--- src/rtl/uart_pkg.sv ---
// Shared DUART definitions: transmitter/receiver state encoding, character
// format fields and the parity helper.
package uart_pkg;

  typedef enum logic [2:0] {
    IDLE,
    START,
    DATA,
    PARITY,
    STOP1,
    STOP2
  } tx_state_t;

  localparam logic [1:0] BITS_5 = 2'b00;
  localparam logic [1:0] BITS_6 = 2'b01;
  localparam logic [1:0] BITS_7 = 2'b10;
  localparam logic [1:0] BITS_8 = 2'b11;

  typedef struct packed {
    logic [1:0] bits_sel;
    logic       par_en;
    logic       par_odd;
    logic       stop2;
  } tx_fmt_t;

  // Parity over only the data bits that go on the line, inverted for odd parity.
  function automatic logic char_parity(input logic [7:0] d,
                                       input logic [1:0] bits_sel,
                                       input logic       odd);
    logic [7:0] mask;
    case (bits_sel)
      BITS_5:  mask = 8'h1F;
      BITS_6:  mask = 8'h3F;
      BITS_7:  mask = 8'h7F;
      default: mask = 8'hFF;
    endcase
    return (^(d & mask)) ^ odd;
  endfunction

endpackage

--- src/rtl/channel_tx_if.sv ---
// CPU-side THR write port and status flags of one transmit channel.
// A write is a clk with thr_cs=1 and r_w=0; only the first clk of a held select
// counts, and it is taken only while TxRDY would allow it (enabled, THR empty).
interface channel_tx_if;
  logic [7:0] data;
  logic       r_w;
  logic       thr_cs;
  logic       TxRDY;
  logic       TxEMT;

  modport master (output data, r_w, thr_cs, input TxRDY, TxEMT);
  modport slave  (input data, r_w, thr_cs, output TxRDY, TxEMT);
endinterface

--- src/rtl/tx_bit_timer.sv ---
// Counts baud_tick pulses within one bit time; bit_done marks the tick that
// completes OVERSAMPLE ticks, after which the count restarts for the next bit.
module tx_bit_timer #(
  parameter int OVERSAMPLE = 16
) (
  input  logic clk,
  input  logic clear,
  input  logic en,
  input  logic baud_tick,
  output logic bit_done
);
  localparam int CW = $clog2(OVERSAMPLE);
  localparam logic [CW-1:0] LAST = CW'(OVERSAMPLE - 1);

  logic [CW-1:0] cnt;

  assign bit_done = en & baud_tick & (cnt == LAST);

  always_ff @(posedge clk) begin
    if (clear) begin
      cnt <= '0;
    end else if (en & baud_tick) begin
      cnt <= bit_done ? '0 : cnt + CW'(1);
    end
  end
endmodule

--- src/rtl/channel_tx.sv ---
// One DUART transmit channel: THR, write-edge detection, serialising FSM and
// the TxRDY/TxEMT status flags.
module channel_tx
  import uart_pkg::*;
#(
  parameter int OVERSAMPLE = 16
) (
  input  logic         clk,
  input  logic         reset,
  channel_tx_if.slave  bus,
  input  logic         TxEN,
  input  logic         TxReset,
  input  logic         baud_tick,
  input  logic [1:0]   bits_sel,
  input  logic         par_en,
  input  logic         par_odd,
  input  logic         stop2,
  output logic         TxD,
  output tx_state_t    state_dbg
);
  tx_state_t  state;
  tx_fmt_t    fmt;
  logic [7:0] thr;
  logic [7:0] shifter;
  logic [2:0] bit_cnt;
  logic       thr_full;
  logic       wr_q;
  logic       par_bit;
  logic       txrdy_q;
  logic       txemt_q;
  logic       bit_done;
  logic       rst_any;
  logic       wr_req;
  logic       accept;
  logic       load;
  logic       last_data;

  assign rst_any   = reset | ~TxReset;
  assign wr_req    = bus.thr_cs & ~bus.r_w;
  assign accept    = wr_req & ~wr_q & TxEN & ~thr_full;
  assign load      = (state == IDLE) & thr_full;
  assign last_data = (bit_cnt == (3'd4 + {1'b0, fmt.bits_sel}));

  assign bus.TxRDY = txrdy_q;
  assign bus.TxEMT = txemt_q;
  assign state_dbg = state;

  tx_bit_timer #(.OVERSAMPLE(OVERSAMPLE)) u_timer (
    .clk       (clk),
    .clear     (rst_any | load),
    .en        (state != IDLE),
    .baud_tick (baud_tick),
    .bit_done  (bit_done)
  );

  always_ff @(posedge clk) begin
    // Edge detect follows the bus even through TxReset so a held select never re-fires.
    wr_q <= reset ? 1'b0 : wr_req;
    if (rst_any) begin
      state    <= IDLE;
      fmt      <= '0;
      thr      <= '0;
      shifter  <= '0;
      bit_cnt  <= '0;
      thr_full <= 1'b0;
      par_bit  <= 1'b0;
      TxD      <= 1'b1;
      txrdy_q  <= 1'b0;
      txemt_q  <= 1'b0;
    end else begin
      txrdy_q <= TxEN & ~thr_full;
      txemt_q <= ~thr_full & (state == IDLE);
      if (accept) begin
        thr      <= bus.data;
        thr_full <= 1'b1;
      end
      case (state)
        IDLE: begin
          TxD <= 1'b1;
          if (thr_full) begin
            thr_full <= 1'b0;
            shifter  <= thr;
            fmt      <= '{bits_sel: bits_sel, par_en: par_en, par_odd: par_odd, stop2: stop2};
            par_bit  <= char_parity(thr, bits_sel, par_odd);
            bit_cnt  <= '0;
            state    <= START;
          end
        end
        START: begin
          TxD <= 1'b0;
          if (bit_done) state <= DATA;
        end
        DATA: begin
          TxD <= shifter[0];
          if (bit_done) begin
            shifter <= {1'b0, shifter[7:1]};
            bit_cnt <= bit_cnt + 3'd1;
            if (last_data) state <= fmt.par_en ? PARITY : STOP1;
          end
        end
        PARITY: begin
          TxD <= par_bit;
          if (bit_done) state <= STOP1;
        end
        STOP1: begin
          TxD <= 1'b1;
          if (bit_done) state <= fmt.stop2 ? STOP2 : IDLE;
        end
        default: begin
          TxD <= 1'b1;
          if (bit_done) state <= IDLE;
        end
      endcase
    end
  end
endmodule

--- src/flat_wrapper.sv ---
// flat-port wrapper written by rule: the top's interface ports become plain ports
module channel_tx_flat import uart_pkg::*;
#(
  parameter int OVERSAMPLE = 16
)
  (clk, reset, TxEN, TxReset, baud_tick, bits_sel, par_en, par_odd, stop2, TxD, state_dbg, bus_data, bus_r_w, bus_thr_cs, bus_TxRDY, bus_TxEMT);
  channel_tx_if bus_i ();
  input  logic clk;
  input  logic reset;
  input  logic TxEN;
  input  logic TxReset;
  input  logic baud_tick;
  input  logic [1:0] bits_sel;
  input  logic par_en;
  input  logic par_odd;
  input  logic stop2;
  output logic TxD;
  output tx_state_t state_dbg;
  input wire logic [$bits(bus_i.data)-1:0] bus_data;
  input wire logic [$bits(bus_i.r_w)-1:0] bus_r_w;
  input wire logic [$bits(bus_i.thr_cs)-1:0] bus_thr_cs;
  output wire logic [$bits(bus_i.TxRDY)-1:0] bus_TxRDY;
  output wire logic [$bits(bus_i.TxEMT)-1:0] bus_TxEMT;
  assign bus_i.data = bus_data;
  assign bus_i.r_w = bus_r_w;
  assign bus_i.thr_cs = bus_thr_cs;
  assign bus_TxRDY = bus_i.TxRDY;
  assign bus_TxEMT = bus_i.TxEMT;
  channel_tx #(.OVERSAMPLE(OVERSAMPLE)) u_core (.clk(clk), .reset(reset), .bus(bus_i), .TxEN(TxEN), .TxReset(TxReset), .baud_tick(baud_tick), .bits_sel(bits_sel), .par_en(par_en), .par_odd(par_odd), .stop2(stop2), .TxD(TxD), .state_dbg(state_dbg));
endmodule
--- config.mk ---
export PLATFORM = sky130hd
export DESIGN_NAME = channel_tx_flat
export DESIGN_NICKNAME = d
export VERILOG_FILES = /design/src/rtl/uart_pkg.sv /design/src/rtl/channel_tx_if.sv /design/src/rtl/tx_bit_timer.sv /design/src/rtl/channel_tx.sv /design/src/flat_wrapper.sv
export SDC_FILE = /design/constraint.sdc
export NUM_CORES = 1
export LEC_CHECK = 0
export ABC_AREA = 1
export CAP_MARGIN = 20
export CORE_ASPECT_RATIO = 0.8
export CORE_MARGIN = 2
export CORE_UTILIZATION = 55
export CTS_CLUSTER_DIAMETER = 150
export DETAILED_ROUTE_END_ITERATION = 16
export PLACE_DENSITY = 0.84
export SYNTH_ARGS = -nofsm -noshare
export SYNTH_HDL_FRONTEND = slang
export SYNTH_SLANG_ARGS = --single-unit
--- constraint.sdc ---
create_clock -name clk -period 3.4 [get_ports clk]
set_input_delay 0.68 -clock clk [delete_from_list [all_inputs] [get_ports clk]]
set_output_delay 0.68 -clock clk [all_outputs]
set_load 0.02 [all_outputs]
==> impl_metrics.toml <==
[layout]
fin_util_pct = 69.2
finalInstanceArea_um2 = 2140
drive_above_1_share_pct = 10.0
diodes = 0
syn_to_final_growth_pct = 20.9
nets = 301

[placement]
io_buffers = 25
place_area_um2 = 2050
gp_congestion = 0.823
dp_hpwl_um = 2650

[min_path]
worst_hold_path.endpoint = "u_core.shifter[6]"
worstHoldStart = "u_core.shifter[6]"
whs_path_depth = 2
hold_path.class = "flop to flop"

[die]
design.portCount = 26
num_rows = 18
start_util_pct = 57.3
die_h_um = 54.7
die_w_um = 67.4
core_um2 = 3090
die_area_um2 = 3680

[route]
drc = 0
wire_per_inst_um = 11.0
vias_per_cell = 5.01
routed_wl_um = 3510
drt-pass1-iter-count = 4
dr_total_vias = 1603
drt_iter0_drc = 106
antenna_left = 0

[sta]
skew_ns = 0.00740
min_period_over_period_pct = 63.8
fmaxAchievable_mhz = 461
setup_violations = 0
maxSlewHeadroom_pct = 45.6
final_hold_viol_count = 0
layout_min_cycle_time_ns = 2.17
slew_violations = 0
timing.hold.ws_ns = 0.453
tightest_slew_ns = 0.813
rsz0062_at_grt = "no"
finalSetupTns_ns = 0

[critical_path]
reg2reg_from = "u_core.state_dbg[2]"
cp_num_buf_inv = 3
crit_slowest_cell = "nor2_1"
r2r_cells = 8
cpPeakStageDelay_ns = 0.61
cp_top_family = "simple AND/OR/NAND/NOR gates"
crit_chain = "clkdlybuf4s50_1 -> inv_1 -> nor2_1 -> nand2_1 -> inv_2 -> o21ai_0 -> a21oi_1"
rrSetupSlack_ns = 1.79
crit_fanout = 15
start_kind = "primary input"
crit_required_ns = 3.63
crit_type = "primary input to flop"
reg2reg_to = "u_core.state_dbg[0]"
cp-end-kind = "flop"
crit_arrival_ns = 2.39

[flow_run]
cap_violations = 0

[global_route]
antenna_found_initial = 0
grt_overflow = 0
grt_pass1_wl_um = 6170
grt_pass1_vias = 1428
grt_max_degree = 18
track_usage_pct = 23.0

[pwr]
clkPwrFrac_pct = 38.3
p_sw_uw = 186
leakage_uw = 0.000851
ir_drop_uv = 304
combPwrFrac_pct = 8.7
fin_total_pwr_uw = 814
power_density_nw_per_um2 = 381
intPower_uw = 628
seqPwrFrac_pct = 53.0
p_sw_share_pct = 22.9

[cts]
cts_buffers = 5
clk-insertion-delay-late_ns = 0.29
cts_tree = "done"
cts_setup_buffers = 0
cts.clk_slew.worst_paths_ns = 0.07
cts.sinks = 36
max-clock-path-buffers = 2
postCtsHoldBufs = 0
h-tree-depth = 2
cts_root_buffer = "clkbuf_8"
post_cts_resized = 0

[run_status]
status = "complete, no violations"

[synth]
synthCells = 251
synth_area_per_cell_um2 = 7.04
synth_edf_count = 0
synth_cell_types = 31
synth-seq-cells = 36
syn_nets = 273
ys_warn_count = 0
synth_area_um2 = 1770
async_flop_share_pct = 0
seq_area_frac_synth_pct = 40.8
ys.flop_type = "dfxtp_1"
-- layout by cell type (no fill, tap or decap), types with 3 or more instances in the layout --
cell type        Yosys  final
nand2_1             56     56
dfxtp_1             36     36
inv_1               29     29
o21ai_0             27     27
clkdlybuf4s50_1      0     25
a21oi_1             21     21
nor2_1              20     20
nand3_1             17     17
o21ai_1              7      7
inv_2                6      6
clkbuf_8             0      6
nand2_4              3      3
nand2_2              3      3
-- worst max-delay path by stage --
stage / startpoint / slack [ns] / end / depth (start not counted)
final: TxReset / 1.23 / u_core.bit_cnt[0] / 7
after global routing: TxReset / 1.00 / u_core.bit_cnt[0] / 7
after CTS: TxReset / 1.25 / u_core.bit_cnt[0] / 7
after detailed placement: TxReset / 0.95 / u_core.bit_cnt[0] / 7
after global placement: TxReset / 1.00 / u_core.bit_cnt[0] / 7
after floorplan: bus_r_w / 1.83 / u_core.thr[6] / 7
-- flip-flops by register name, indices dropped and copies added (netlist names) --
name and cells:
u_core.shifter 8, u_core.thr 8, u_core.fmt 4, u_core.u_timer.cnt 4
u_core.bit_cnt 3, u_core.state_dbg 3, u_core.TxD 1, u_core.bus.TxEMT 1
u_core.bus.TxRDY 1, u_core.par_bit 1, u_core.thr_full 1, u_core.wr_q 1
-- through the flow --
| step | setup WS, ns | cells |
|---|---|---|
| 2_1_floorplan | 1.83 | 251 |
| 3_3_place_gp | 1.00 | 312 |
| 3_5_place_dp | 0.953 | 312 |
| 4_1_cts | 1.25 | 320 |
| 5_1_grt | 1.00 | 320 |
| 6_report | 1.23 | 320 |
-- power groups by stage --
stage	registers (µW)	clock network, µW	logic (µW)
after CTS	431	319	70.8
after global placement	441	0	69.0
after floorplan	442	0	35.3
after detailed placement	441	0	70.5
final	432	311	70.7
after global routing	432	335	79.8
-- Yosys cell counts (2+ instances only) --
library cell	n	share of area, %
nand2_1	56	12
dfxtp_1	36	41
inv_1	29	6.2
o21ai_0	27	7.6
a21oi_1	21	5.9
nor2_1	20	4.2
nand3_1	17	4.8
o21ai_1	7	2.0
inv_2	6	1.3
nand2_2	3	1.1
nand2_4	3	1.9
buf_2	2	0.57
ha_1	2	1.4
nor2_2	2	0.71
nor2_4	2	1.3
nor3_1	2	0.57
xor2_1	2	0.99
-- layer usage --
metal / wire (µm) / GRT usage, % / vias up / part of all wire (%)
li1: - / - / 866 / -
met1: 1740 / 31.3 / 686 / 50
met2: 1510 / 34.2 / 44 / 43
met3: 200 / 6.79 / 7 / 5.7
met4: 60 / 9.18 / 0 / 1.7
met5: 0 / 0 / - / 0
-- worst min-delay path, stage by stage, from the launching register on --
cell and delay [ns]:
dfxtp_1 0.30, inv_1 0.06, a21oi_1 0.05
-- final cells by class --
cell class                 count  area [µm²]
multi-input combinational    173         875
tap                           40        50.0
clock buffer                   8        90.1
sequential                    36         721
fill                         268         950
inverter                      37         143
timing repair buffer          26         258
-- logic make-up after synthesis --
family	synth area share (%)
buffers and inverters	9.70
AO/OA/AOI/OAI	18.7
flip-flops	40.8
adder cells (fa/ha/maj)	1.42
AND/OR/NAND/NOR	28.4
XOR/XNOR	0.992
No activity file was read; power rests on OpenSTA's default activity.
